===== src/rtl/midi_pkg.sv =====
`default_nettype none
// ============================================================================
//  Module      : midi_pkg
//  Description : Shared MIDI constants, framing state enum and the 24-bit
//                message packing order used by the assembler and handler.
//  Revision    : 1.0 - initial release
// ============================================================================
package midi_pkg;

    // Channel-voice status nibbles (upper nibble of the status byte)
    localparam logic [3:0] NOTE_OFF = 4'h8;
    localparam logic [3:0] NOTE_ON  = 4'h9;
    localparam logic [3:0] POLY_AT  = 4'hA;
    localparam logic [3:0] CTRL     = 4'hB;
    localparam logic [3:0] PROG     = 4'hC;
    localparam logic [3:0] CHAN_AT  = 4'hD;
    localparam logic [3:0] PITCH    = 4'hE;

    // System bytes
    localparam logic [7:0] SYSEX_START  = 8'hF0;
    localparam logic [7:0] EOX          = 8'hF7;
    localparam logic [7:0] REALTIME_MIN = 8'hF8;

    // Framing state
    typedef enum logic [1:0] {
        ST_IDLE    = 2'd0,
        ST_WAIT_D1 = 2'd1,
        ST_WAIT_D2 = 2'd2,
        ST_SYSEX   = 2'd3
    } state_t;

    // Realtime bytes may appear anywhere and never disturb framing
    function automatic logic is_realtime(input logic [7:0] b);
        return (b >= REALTIME_MIN);
    endfunction

    // Channel-voice status byte (8x..Ex)
    function automatic logic is_channel_status(input logic [7:0] b);
        case (b[7:4])
            NOTE_OFF, NOTE_ON, POLY_AT, CTRL,
            PROG, CHAN_AT, PITCH: return 1'b1;
            default:              return 1'b0;
        endcase
    endfunction

    // System-common / EOX range F1..F7
    function automatic logic is_sys_common(input logic [7:0] b);
        return (b > SYSEX_START) && (b <= EOX);
    endfunction

    // Program change and channel aftertouch carry a single data byte
    function automatic logic is_two_data(input logic [7:0] status);
        return !((status[7:4] == PROG) || (status[7:4] == CHAN_AT));
    endfunction

    // Packing order shared with midi_msg_handler: {data2, data1, status}
    function automatic logic [23:0] pack_msg(input logic [7:0] status,
                                             input logic [6:0] data1,
                                             input logic [6:0] data2);
        return {1'b0, data2, 1'b0, data1, status};
    endfunction

endpackage
`default_nettype wire


===== src/rtl/midi_msg_assembler.sv =====
`default_nettype none
// ============================================================================
//  Module      : midi_msg_assembler
//  Description : Frames a MIDI byte stream into 3-byte channel messages with
//                running status; drops realtime/system/SysEx traffic and
//                optionally filters by channel.
//  Revision    : 1.0 - initial release
// ============================================================================
module midi_msg_assembler
    import midi_pkg::*;
#(
    parameter logic [15:0] CHANNEL_MASK = 16'hFFFF
) (
    input  logic        clk,
    input  logic        reset,
    input  logic        byte_valid,
    input  logic [7:0]  byte_in,
    output logic        new_msg,
    output logic [23:0] msg,
    output logic        msg_dropped,
    output logic        sysex_active
);

    state_t      r_state;
    logic [7:0]  r_run_status;
    logic [6:0]  r_d1;
    logic        r_new_msg;
    logic [23:0] r_msg;
    logic        r_msg_dropped;
    logic        r_sysex_active;

    state_t      w_state_next;
    logic [7:0]  w_run_status_next;
    logic [6:0]  w_d1_next;
    logic        w_complete;
    logic        w_emit;
    logic        w_drop;
    logic [23:0] w_msg_cand;

    // Next-state decode: one byte per valid strobe, realtime is transparent
    always_comb begin
        w_state_next      = r_state;
        w_run_status_next = r_run_status;
        w_d1_next         = r_d1;
        w_complete        = 1'b0;
        w_drop            = 1'b0;
        w_msg_cand        = r_msg;

        if (byte_valid) begin
            if (!byte_in[7]) begin
                // Data byte: only meaningful while a running status is held
                case (r_state)
                    ST_WAIT_D1: begin
                        if (is_two_data(r_run_status)) begin
                            w_d1_next    = byte_in[6:0];
                            w_state_next = ST_WAIT_D2;
                        end else begin
                            w_complete = 1'b1;
                            w_msg_cand = pack_msg(r_run_status, byte_in[6:0], 7'h00);
                        end
                    end
                    ST_WAIT_D2: begin
                        w_complete   = 1'b1;
                        w_msg_cand   = pack_msg(r_run_status, r_d1, byte_in[6:0]);
                        w_state_next = ST_WAIT_D1;
                    end
                    default: ;
                endcase
            end else if (is_realtime(byte_in)) begin
                // Realtime: no effect on framing
            end else begin
                // Any other status byte abandons a half-built two-data message
                w_drop = (r_state == ST_WAIT_D2);
                if (is_channel_status(byte_in)) begin
                    w_run_status_next = byte_in;
                    w_state_next      = ST_WAIT_D1;
                end else if (byte_in == SYSEX_START) begin
                    w_run_status_next = 8'h00;
                    w_state_next      = ST_SYSEX;
                end else begin
                    // System common / EOX: running status is cancelled
                    w_run_status_next = 8'h00;
                    w_state_next      = ST_IDLE;
                end
            end
        end

        // Masked channels still advance the framing, they just stay silent
        w_emit = w_complete && CHANNEL_MASK[r_run_status[3:0]];
    end

    // State, data latch and registered outputs
    always_ff @(posedge clk) begin
        if (reset) begin
            r_state        <= ST_IDLE;
            r_run_status   <= 8'h00;
            r_d1           <= 7'h00;
            r_new_msg      <= 1'b0;
            r_msg          <= 24'h0;
            r_msg_dropped  <= 1'b0;
            r_sysex_active <= 1'b0;
        end else begin
            r_state        <= w_state_next;
            r_run_status   <= w_run_status_next;
            r_d1           <= w_d1_next;
            r_new_msg      <= w_emit;
            r_msg_dropped  <= w_drop;
            r_sysex_active <= (w_state_next == ST_SYSEX);
            if (w_emit) begin
                r_msg <= w_msg_cand;
            end
        end
    end

    assign new_msg      = r_new_msg;
    assign msg          = r_msg;
    assign msg_dropped  = r_msg_dropped;
    assign sysex_active = r_sysex_active;

endmodule
`default_nettype wire


===== config.mk =====
export PLATFORM = sky130hd
export DESIGN_NAME = midi_msg_assembler
export DESIGN_NICKNAME = d
export VERILOG_FILES = /design/src/rtl/midi_pkg.sv /design/src/rtl/midi_msg_assembler.sv
export SDC_FILE = /design/constraint.sdc
export NUM_CORES = 1
export LEC_CHECK = 0
export BUFFER_PORTS_ARGS = -buffer_cell sky130_fd_sc_hd__buf_2
export CAP_MARGIN = 20
export CORE_MARGIN = 2
export CORE_UTILIZATION = 55
export CTS_CLUSTER_DIAMETER = 120
export DETAILED_ROUTE_END_ITERATION = 12
export MAX_ROUTING_LAYER = met4
export PLACE_DENSITY_LB_ADDON = 0.2
export REMOVE_ABC_BUFFERS = 1
export SLEW_MARGIN = 20
export SYNTH_ARGS = -nofsm -noshare
export SYNTH_HDL_FRONTEND = slang
export SYNTH_SLANG_ARGS = --single-unit

===== constraint.sdc =====
create_clock -name clk -period 3.2 [get_ports clk]
set_input_delay 0.8 -clock clk [delete_from_list [all_inputs] [get_ports clk]]
set_output_delay 0.8 -clock clk [all_outputs]
set_load 0.03 [all_outputs]

== After elaboration in Yosys (flattened, before gate mapping) ==
Memory sizes are Yosys's and may differ from the RTL's. A register that Yosys moved wholly into a read port is not among the register bits.
Index checks and enable logic that the tools add are counted.

* Word-level logic and storage cells: 57
* Register bits after elaboration: 44
* Output and inout port bits: 27
* Input port bits: 11
* Memories: 1
* Bits in read-only memories: 16

* Muxes and demuxes: 21
* Reduce and logical (&&, ||, !) cells: 8
* Bitwise operators: 4
* $lt $le $gt $ge: 2
* Equal/unequal tests: 14

{| class="wikitable"
|+ Memories
! name !! depth !! width !! read ports !! clocked after memory_dff !! write ports !! RTL line !! source
|-
| (name not given) || 16 || 1 || 1 || 1 || 0 || midi_msg_assembler.sv:89 || <nowiki>w_emit = w_complete && CHANNEL_MASK[r_run_status[3:0]];</nowiki>
|}

{| class="wikitable"
|+ Operator list
! kind !! count
|-
| $pmux W24 S2 || 1
|-
| $eq A4 B4 Y1 const B || 9
|-
| $mux W24 || 1
|-
| $mux W2 || 6
|-
| $eq A8 B8 Y1 const B || 1
|-
| $ge A8 B8 Y1 const B || 1
|-
| $mux W1 || 8
|-
| $mux W4 || 2
|-
| $mux W8 || 1
|-
| $reduce_or A7 Y1 || 1
|-
| $lt A4 B5 Y1 const B || 1
|-
| $reduce_and A5 Y1 || 1
|-
| $eq A2 B2 Y1 const B || 2
|-
| $not A1 Y1 || 4
|-
| $pmux W2 S2 || 1
|-
| $reduce_and A4 Y1 || 1
|-
| $reduce_or A4 Y1 || 1
|-
| $reduce_and A3 Y1 || 1
|-
| $eq A2 B1 Y1 const B || 1
|-
| $ne A2 B2 Y1 const B || 1
|-
| $pmux W1 S2 || 1
|-
| $reduce_bool A2 Y1 || 1
|-
| $logic_and A1 B1 Y1 || 1
|-
| $logic_or A1 B1 Y1 || 1
|}

== Depth between registers and ports, before layout ==
Gate-level depths: netlist (run 1).

* Word-level depth: 11
* Depth in mapped cells: 8
* Mapped depth without buffers: 6

== Worst setup path after synthesis (run 1) ==
Ideal clock, no wire load.

* Path kind: input-to-reg
* Start point: in byte_in[3]
* End point: reg r_sysex_active (netlist: sysex_active)
* Data arrival time: 1.899 ns
* Path buffers: 1
* Stages: 5
* Data required time: 3.130 ns
* Setup time: 0.070 ns
* Slack: 1.231 ns
* Path through: buf_2 nor4_2 a21oi_1 or4_1 a21boi_1

* Longest elaborated chain between the ends: 7
* Elaborated cells between the ends (all ways): 8
* Those cells by class: 1 x order compare; 2 x eq/ne; 5 x mux

{| class="wikitable"
|+ Ends and longest elaborated chain
! what !! RTL line !! source
|-
| start, declared || midi_msg_assembler.sv:17 || <nowiki>input logic [7:0] byte_in,</nowiki>
|-
| parallel branches: the longest is 3 deep, another holds $ge A8 B8 Y1 || n/a ||
|-
| $mux W2 * || midi_msg_assembler.sv:69 || <nowiki>end else if (is_realtime(byte_in)) begin</nowiki>
|-
| $mux W2 * || midi_msg_assembler.sv:50 || <nowiki>if (!byte_in[7]) begin</nowiki>
|-
| $mux W2 * || midi_msg_assembler.sv:49 || <nowiki>if (byte_valid) begin</nowiki>
|-
| $eq A2 B2 Y1 * || midi_msg_assembler.sv:108 || <nowiki>r_sysex_active <= (w_state_next == ST_SYSEX);</nowiki>
|-
| end signal, assigned || midi_msg_assembler.sv:108 ||
|-
| end, declared || midi_msg_assembler.sv:30 || <nowiki>logic r_sysex_active;</nowiki>
|}

Every way passes the cells marked *.
A chain may end at the register's enable or synchronous reset.

== Final worst setup path (run 1) ==
* Start point: reg r_state[0]
* End point: reg r_msg[6] (netlist: msg[6])

* Longest elaborated chain between the ends: 6
* Elaborated cells between the ends (all ways): 10
* Those cells by class: 3 x eq/ne; 4 x mux; 3 x reduce/logical

{| class="wikitable"
|+ Ends and longest elaborated chain
! what !! RTL line !! source
|-
| start, declared || midi_msg_assembler.sv:24 || <nowiki>state_t r_state;</nowiki>
|-
| start signal, assigned || midi_msg_assembler.sv:103 || <nowiki>r_state <= w_state_next;</nowiki>
|-
| $eq A2 B2 Y1 / $eq A2 B1 Y1 (equally long branches) || midi_msg_assembler.sv:52 || <nowiki>case (r_state)</nowiki>
|-
| $pmux W1 S2 || midi_msg_assembler.sv:52 ||
|-
| $mux W1 || midi_msg_assembler.sv:50 ||
|-
| $mux W1 || midi_msg_assembler.sv:49 ||
|-
| $logic_and A1 B1 Y1 || midi_msg_assembler.sv:89 ||
|-
| $reduce_and A5 Y1 (no line) || n/a ||
|-
| end signal, assigned || midi_msg_assembler.sv:110 || <nowiki>r_msg <= w_msg_cand;</nowiki>
|-
| end, declared || midi_msg_assembler.sv:28 || <nowiki>logic [23:0] r_msg;</nowiki>
|}

Parallel ways exist; a longest one is shown, timed or not.

==> impl_metrics.toml, run 1 <==
[clock_tree]
insertion_delay_ns = 0.36
cts_hold_repair.buffers = 0
clockBufferDepth = 2
clk_pin_slew_ns = 0.11
cts_inserted_buffers = 5
cts_setup_buffers = 0
cts_resized = 0
tritoncts = "built"
clock_tree_root_driver_cell = "clkbuf_4"
ctsHtreeMaxLevel = 2
cts_num_sinks = 42

[routing]
wl_met1_mm = 1.59
drcViolationCount = 0
routed-wl-met2_mm = 1.80
detail_route.wirelength_mm = 3.64
wl_met3_um = 202
via_count = 1372
detail_route.vias_per_cell = 5.34
topRoutingLayerUsed = "met4"
first_pass_iters = 4
final_antenna_net_count = 0
avgRoutedWirePerCell_um = 14.2
initialDrtViolationCount = 77

[worst_setup_path]
crit_fanout = 20
worstPathCellList = "inv_1 -> ha_1 -> or3b_4 -> a21oi_4 -> buf_12 -> mux2i_1 -> nor2_1"
worst_ep_required_time_ns = 3.42
worstPathArrival_ns = 2.51
crit_slowest_cell = "or3b_4"
criticalPathCategory = "reg2reg"
critPathCaptureType = "flip-flop"
critPathLaunchType = "flip-flop"
worst_path_largest_cell_delay_ns = 0.42
timing.reg2reg.setup_slack_ns = 0.91

[outcome]
run_status = "finished, final reports clean"

[logic_synthesis]
synthCells = 181
yosys.cell_types.count = 35
yosys_most_used_dff = "dfxtp_1"
ys_top_cells_by_count = "dfxtp_1 (42), nor2_1 (33), mux2i_1 (22)"
synth_largest_area_cell = "dfxtp_1"
synthMostInstantiatedCell = "dfxtp_1"
synth_sequential_area_ratio_pct = 47.5
cell_area_synth_mm2 = 0.00177
netlist.area_leader.share_pct = 47.5
avgSynthCellArea_um2 = 9.78
leading_post_synthesis_cells_by_cell_area = "dfxtp_1 (47%), mux2i_1 (12%), nor2_1 (7.0%)"
ys_ff_latch = 42
synth_edf_count = 0
synthesis.yosys.warnings = 0
post_synthesis_async_set_or_reset_flop_share_pct = 0

[placed_design]
hpwlAfterDp_mm = 2.52
place_congestion = 0.959
port_buffers = 35

[floorplan]
floorplan.initialDensity_pct = 58.0
design.core.area_mm2 = 0.00305
num_io_pins = 38
core.rowCount = 20
design.die.area_mm2 = 0.00369
floorplan.die.height_um = 60.7
die_x_um = 60.7

[timing]
rsz0062_at_grt = "false"
max_freq_mhz = 436
final-setup-viol-count = 0
sum_of_negative_setup_slack_ns = 0
worst_slew_margin_rel_pct = 47.3
finalWorstPathRequiredPeriod_ns = 2.29
timing.clock.skew_ns = 0.0112
worst-slew-pin-transition_ns = 0.791
fin_worst_hold_slack_ns = 0.480
report.final.hold_viol_count = 0
timing.final.max_slew_violations = 0
post-route-period-util_pct = 71.6

[final_layout]
layout.nets = 225
antenna_cells_inserted = 0
fill_cell_instance_count_of_the_final_layout = 288
area_growth_syn_to_layout_pct = 14.1
drive_above_1_share_pct = 26.8

[grt]
pin_count_of_the_biggest_net_entering_global_routing = 43
grt_overflow = 0
first_global_vias = 1197
wire_length_of_the_first_global_routing_pass_mm = 5.73
grt_antenna_before_repair = 0
grt_util_all_layers_pct = 22.3

[power]
total_power_mw = 0.876
total_leakage_power_nw = 0.767
ir_drop_mv = 0.304
power_per_cell_area_mw_per_mm2 = 434

[hold_path]
hold_class = "reg2reg"

[job]
drv_cap = 0
critical path, delay by kind of cell (launching register included):
kind,cells,cell delay (ns)
AND/OR/NAND/NOR,2,0.48
flip-flops,1,0.40
AO/OA/AOI/OAI,1,0.40
multiplexers,1,0.21
buffers and inverters,2,0.31
adder cells (fa/ha/maj),1,0.35
metrics by stage:
stage | util (%) | instance area [um2] | cells | worst slack, ns
floorplan | - | 1690 | 167 | 0.884
finish | 66.1 | 2020 | 257 | 0.909
global placement | 64.2 | 1960 | 249 | 0.843
detailed placement | 64.2 | 1960 | 249 | 0.777
CTS | 66.1 | 2020 | 257 | 0.909
global route | 66.1 | 2020 | 257 | 0.798
sequential cells by signal (all words and copies together), names as in the netlist:
register      count
new_msg           1
msg_dropped       1
msg              22
r_state           2
sysex_active      1
r_run_status      8
r_d1              7
cell type report:
| type | count | area, um2 | share of cell area (%) |
|---|---|---|---|
| sequential | 42 | 841 | 41.6 |
| multi-input combinational | 123 | 846 | 41.9 |
| timing repair buffer | 38 | 210 | 10.4 |
| clock inverter | 1 | 5.00 | 0.248 |
| clock buffer | 7 | 55.1 | 2.73 |
| inverter | 2 | 7.51 | 0.372 |
| tap | 44 | 55.1 | 2.73 |
power breakdown:
group / switching [mW] / internal (mW) / total [mW] / leakage (nW)
logic: 0.0421 / 0.0233 / 0.0654 / 0.392
registers: 0.00566 / 0.531 / 0.536 / 0.340
clock network: 0.167 / 0.107 / 0.274 / 0.0353
total: 0.215 / 0.660 / 0.876 / 0.767
per-layer routing:
| layer | GRT usage, % | up-vias |
|---|---|---|
| met4 | 7.45 | 0 |
| met3 | 7.68 | 6 |
| met5 | - | - |
| li1 | - | 687 |
| met2 | 35.2 | 37 |
| met1 | 26.7 | 642 |
path summary, 6_finish.rpt:
path,startpoint,endpoint,cells past startpoint
setup / recovery,r_state[0],msg[6],7
hold reg to reg,msg[20],msg[20],2
hold / removal,msg[20],msg[20],2
setup reg to reg,r_state[0],msg[6],7
layout by cell type (no fill, tap or decap), types with 2 or more instances in the layout:
master and n:
clkbuf_4 5, nand3_1 8, a22oi_1 6, a21oi_1 11
nand2_1 2, nand2b_1 8, buf_2 35, nor2_1 33
nor3b_1 2, nor2b_1 3, buf_4 2, dfxtp_1 42
mux2i_1 22, ha_1 2, inv_1 2, conb_1 2
a211oi_2 7, nor3_1 2
kinds of logic (layout without fill, tap and decap cells):
group                      Yosys count  count (layout)  share of synthesized area [%]
muxes                               22              22                           12.4
DFF                                 42              42                           47.5
buffers and inverters               17              48                           5.30
and+or+nand+nor                     65              65                           18.7
other                                1               2                          0.212
AOI/OAI and AO/OA                   32              32                           14.5
adders and majority gates            2               2                           1.41
Note: power is estimated with default switching activity, not from simulation.
==> run 2: changes to the inputs <==
ABC_AREA = 1   (was not set)
CORE_UTILIZATION = 53   (was 55)
clock period = 2.2 ns   (was 3.2 ns; I/O delays follow)
==> run 2 against run 1 <==
Via count increased by 16%; final cell count increased by 25%; sequential cell count unchanged; non-clock buffer count unchanged; maximum frequency increased by 27%; clock power increased by 78%; clock skew decreased by 0.0017 ns; combinational power increased by 120%; final area increased by 1.4%; critical endpoint is now msg[18]; count of clock-buffer cells in the layout decreased by 1; worst hold slack got worse by 0.023 ns; core utilization decreased by 3.8 points.
==> impl_metrics.toml, run 2 <==
[logic_synthesis]
netlist.area_leader.share_pct = 47.0
avgSynthCellArea_um2 = 7.42
leading_post_synthesis_cells_by_cell_area = "dfxtp_1 (47%), nor2_1 (9.0%), nand2_1 (6.9%)"
ys_ff_latch = 42
yosys.cell_types.count = 25
post_synthesis_async_set_or_reset_flop_share_pct = 0
synthCells = 241
ys_top_cells_by_count = "nor2_1 (43), dfxtp_1 (42), nand2_1 (33)"
cell_area_synth_mm2 = 0.00179
yosys_most_used_dff = "dfxtp_1"
synth_largest_area_cell = "dfxtp_1"
synthesis.yosys.warnings = 0
synth_edf_count = 0
synth_sequential_area_ratio_pct = 47.0
synthMostInstantiatedCell = "nor2_1"

[grt]
grt_overflow = 0
grt_antenna_before_repair = 0
first_global_vias = 1404
wire_length_of_the_first_global_routing_pass_mm = 6.38
pin_count_of_the_biggest_net_entering_global_routing = 23
grt_util_all_layers_pct = 21.5

[clock_tree]
cts_num_sinks = 42
clk_pin_slew_ns = 0.12
clock_tree_root_driver_cell = "clkbuf_4"
cts_hold_repair.buffers = 0
clockBufferDepth = 2
cts_resized = 0
tritoncts = "built"
ctsHtreeMaxLevel = 2
cts_setup_buffers = 0
cts_inserted_buffers = 5
insertion_delay_ns = 0.35

[timing]
report.final.hold_viol_count = 0
rsz0062_at_grt = "false"
finalWorstPathRequiredPeriod_ns = 1.80
timing.final.ws_setup_ns = 0.396
final-setup-viol-count = 0
max_freq_mhz = 554
timing.final.max_slew_violations = 0
timing.clock.skew_ns = 0.00953
sum_of_negative_setup_slack_ns = 0
fin_worst_hold_slack_ns = 0.457
post-route-period-util_pct = 82.0

[worst_setup_path]
criticalPathCategory = "reg2reg"
critPathCaptureType = "flip-flop"
crit_fanout = 22
critPathLaunchType = "flip-flop"
worstPathArrival_ns = 2.05
worst_ep_required_time_ns = 2.45

[placed_design]
hpwlAfterDp_mm = 2.64
port_buffers = 35
place_congestion = 0.931
pre_cts_setup_slack_ns = 0.387

[final_layout]
largest_reg_flops = 22
layout_commonest_cell = "nor2_1"
layout.nets = 287
antenna_cells_inserted = 0
final_cell_mix = "nor2_1 (43), dfxtp_1 (42), buf_2 (35)"
fill_cell_instance_count_of_the_final_layout = 316
drive_above_1_share_pct = 19.6
area_growth_syn_to_layout_pct = 14.5
util_after_layout_pct = 62.4

[power]
power_per_cell_area_mw_per_mm2 = 692
p_sw_share_pct = 25.1
power_switching_mw = 0.356
power.internal_mw = 1.06
total_leakage_power_nw = 0.911
power_frac_seq_pct = 55.4
clock_power_share_pct = 34.4
comb_power_share_pct = 10.1
ir_drop_mv = 0.361

[routing]
drcViolationCount = 0
detail_route.wirelength_mm = 3.74
final_antenna_net_count = 0
first_pass_iters = 4
via_count = 1590
avgRoutedWirePerCell_um = 11.6
initialDrtViolationCount = 79
detail_route.vias_per_cell = 4.95

[floorplan]
design.core.area_mm2 = 0.00328
num_io_pins = 38
die_x_um = 62.1
floorplan.die.height_um = 62.1
core.rowCount = 21
design.die.area_mm2 = 0.00386
floorplan.initialDensity_pct = 54.5

[outcome]
run_status = "finished, final reports clean"

[hold_path]
hold_class = "reg2reg"

[job]
drv_cap = 0
[run 2: cell count changes after synthesis, moves of 7 or more]
| cell | previous run | this run |
|---|---|---|
| a21oi_1 | 11 | 24 |
| o21ai_1 | 0 | 10 |
| a211oi_2 | 7 | 0 |
| o21ai_0 | 1 | 21 |
| nand3_1 | 8 | 20 |
| inv_1 | 2 | 19 |
| nand2_1 | 2 | 33 |
| nor2_1 | 33 | 43 |
| mux2i_1 | 22 | 0 |
| nand2b_1 | 8 | 0 |
[run 2: worst max-delay path, stage by stage (launching register included)]
cell and delay, ns:
dfxtp_1 0.37, inv_1 0.08, ha_1 0.26, nor2_1 0.20, nor2_4 0.07, nand2_4 0.17, clkinv_2 0.30, nor2_1 0.19
a21oi_1 0.05
[run 2: final timing paths]
check	startpoint	end	slack [ns]	cells past startpoint
setup / recovery	r_state[0]	msg[18]	0.40	8
hold / removal	r_d1[1]	r_d1[1]	0.46	2
setup reg to reg	r_state[0]	msg[18]	0.40	8
hold reg to reg	r_d1[1]	r_d1[1]	0.46	2
[run 2: layer usage]
metal  wire length, um  global-route usage (%)  share of wire, %
met5                 0                       -                 0
met4                65                    9.17               1.7
met3               187                    5.07               5.0
met2              1680                    33.2                45
met1              1810                    27.3                48
[run 2: stage by stage]
stage               instances  area, um2  total power [mW]
floorplan                 229       1710             0.896
global placement          313       1970             0.944
detailed placement        313       1970             0.946
CTS                       321       2050              1.43
global route              321       2050              1.49
finish                    321       2050              1.42
[run 2: logic make-up after synthesis]
group / synth area share [%]
and+or+nand+nor: 25.5
AOI/OAI and AO/OA: 16.6
DFF: 47.0
buffers and inverters: 9.30
adders and majority gates: 1.40
other: 0.210
[run 2: power groups by stage]
stage	Combinational, mW	Sequential (mW)	Clock, mW
final	0.144	0.786	0.488
after global routing	0.162	0.789	0.543
after CTS	0.143	0.786	0.501
after detailed placement	0.143	0.803	0
after global placement	0.141	0.803	0
after floorplan	0.0848	0.811	0
[run 2: cell type report]
class                      instances  area (um2)  area share [%]
clock buffer                       6        41.3            2.02
clock inverter                     2        37.5            1.83
inverter                          23        87.6            4.28
multi-input combinational        164         786            38.4
sequential                        42         841            41.1
tap                               46        57.6            2.81
timing repair buffer              38         198            9.65
==> run 3: changes to the inputs <==
CORE_UTILIZATION = 48   (was 53)
clock period = 1.53 ns   (was 2.2 ns; I/O delays follow)
==> run 3 against run 2 <==
Routed wire length increased by 8.5%; global-route usage decreased by 0.30 points; total power increased by 56%; core utilization about the same; setup slack got worse by 0.32 ns; clock power increased by 74%; register-to-register slack got worse by 0.32 ns; final cell count increased by 5.3%; critical path type unchanged; largest power group unchanged.
==> impl_metrics.toml, run 3 (same netlist as run 2, synthesis figures left out) <==
[routing]
initialDrtViolationCount = 63
detail_route.wirelength_mm = 4.06
avgRoutedWirePerCell_um = 12.0
detail_route.vias_per_cell = 4.91
final_antenna_net_count = 0
via_count = 1658
first_pass_iters = 4
drcViolationCount = 0

[timing]
timing.clock.skew_ns = 0.00425
final-setup-viol-count = 0
report.final.hold_viol_count = 0
post-route-period-util_pct = 95.1
sum_of_negative_setup_slack_ns = 0
rsz0062_at_grt = "true"
timing.final.max_slew_violations = 0
finalWorstPathRequiredPeriod_ns = 1.46
max_freq_mhz = 687

[worst_setup_path]
timing.rr.start = "r_state[1]"
critical_path.endpoint = "msg[4]"
critPathLaunchType = "flip-flop"
worstPathArrival_ns = 1.65
timing.reg2reg.setup_slack_ns = 0.07
worstPathCellList = "inv_1 -> ha_2 -> buf_4 -> nand2_1 -> nand2_4 -> inv_4 -> clkbuf_16 -> nor2_1 -> nor2_1"
cpLargestDelayFamily = "buffers and inverters"
worst_path_largest_cell_delay_ns = 0.36
worst_ep_required_time_ns = 1.72
critical_path_cell_count = 9
crit_slowest_cell = "dfxtp_4"
crit_buf_inv = 4
r2r_cell_count = 9
critical_path_origin = "r_state[1]"
critPathCaptureType = "flip-flop"
criticalPathCategory = "reg2reg"
crit_fanout = 11
r2r_end = "msg[4]"
crit_path_frequent_cell = "nor2_1"

[final_layout]
area_of_all_placed_cells_without_fillers_mm2 = 0.00227
final_cell_mix = "dfxtp_1 (40), nor2_1 (39), buf_2 (35)"
largest_reg_flops = 22
multi_input_comb_area_um2 = 818
layout_commonest_cell = "dfxtp_1"
antenna_cells_inserted = 0
final-seq-area_um2 = 846
drive_above_1_share_pct = 28.6
fill_cell_instance_count_of_the_final_layout = 365
area_growth_syn_to_layout_pct = 26.6
layout.nets = 302

[grt]
gr-usage-met2_pct = 33.1
grt_util_all_layers_pct = 21.2
pin_count_of_the_biggest_net_entering_global_routing = 23
grt_antenna_before_repair = 0
grt_overflow = 0
top_usage_layer = "met2"
grt.met1_usage_pct = 27.1
first_global_vias = 1536
gr-usage-met3_pct = 4.69
wire_length_of_the_first_global_routing_pass_mm = 6.78

[placed_design]
port_buffers = 35
placedInstanceArea_mm2 = 0.00208
place_congestion = 0.885
hpwlAfterDp_mm = 2.89

[job]
drv_cap = 0

[clock_tree]
clock_tree_root_driver_cell = "clkbuf_8"
insertion_delay_ns = 0.29
clk_pin_slew_ns = 0.08
ctsHtreeMaxLevel = 2
cts_inserted_buffers = 5
clockBufferDepth = 2
tritoncts = "built"
cts_num_sinks = 42

[floorplan]
floorplan.die.height_um = 65.1
floorplan.initialDensity_pct = 49.2
design.core.area_mm2 = 0.00363
num_io_pins = 38
core.rowCount = 22
design.die.area_mm2 = 0.00423
die_x_um = 65.1

[hold_path]
hold_class = "in2reg"

[outcome]
run_status = "finished, final reports clean"

[power]
total_leakage_power_nw = 1.01
power_per_cell_area_mw_per_mm2 = 979
ir_drop_mv = 0.632
## run 3: area by class of cell
cell class	count	area share [%]
sequential	42	37.3
multi-input combinational	164	36.1
timing repair buffer	53	15.0
inverter	23	4.09
clock buffer	5	3.04
tap	48	2.65
clock inverter	3	1.77
## run 3: timing repair
| action | CTS | global route |
|---|---|---|
| pin swaps | 0 | 1 |
| hold buffers | 0 | 0 |
| gates cloned | 0 | 1 |
| resized for setup | 1 | 16 |
| buffers inserted | 0 | 1 |
| endpoints found under the setup margin | 5 | 25 |
| endpoints found under the hold margin | 0 | 0 |
## run 3: per-stage QoR
stage          power (mW)  util (%)  hold slack (ns)  cells  setup slack [ns]
3_3_place_gp         1.38      57.3            0.434    328            0.0188
5_1_grt              2.31      62.4            0.384    338          -0.00664
2_1_floorplan        1.29         -            0.426    229           -0.0992
6_report             2.22      62.4            0.380    338            0.0749
3_5_place_dp         1.38      57.3            0.440    328           0.00800
4_1_cts              2.22      60.3            0.373    336            0.0135
## run 3: worst min-delay path by stage
stage            start         endpoint  slack, ns  cells after the start
3_5_place_dp   r_d1[2]          r_d1[2]       0.44                      2
2_1_floorplan  r_d1[1]          r_d1[1]       0.43                      2
6_report         reset  r_run_status[2]       0.38                      2
5_1_grt          reset  r_run_status[1]       0.38                      2
4_1_cts          reset  r_run_status[2]       0.37                      2
3_3_place_gp   r_d1[6]          r_d1[6]       0.43                      2
## run 3: power breakdown
group          internal (mW)  switching (mW)  total, mW
combinational         0.0876           0.154      0.242
sequential              1.12          0.0136       1.13
clock                  0.480           0.367      0.847
## run 3: per-layer routing
| layer | part of all wire (%) | up-vias |
|---|---|---|
| met5 | 0 | - |
| met4 | 1.6 | 0 |
| met3 | 4.3 | 6 |
| met2 | 45 | 28 |
| met1 | 49 | 753 |
| li1 | - | 871 |
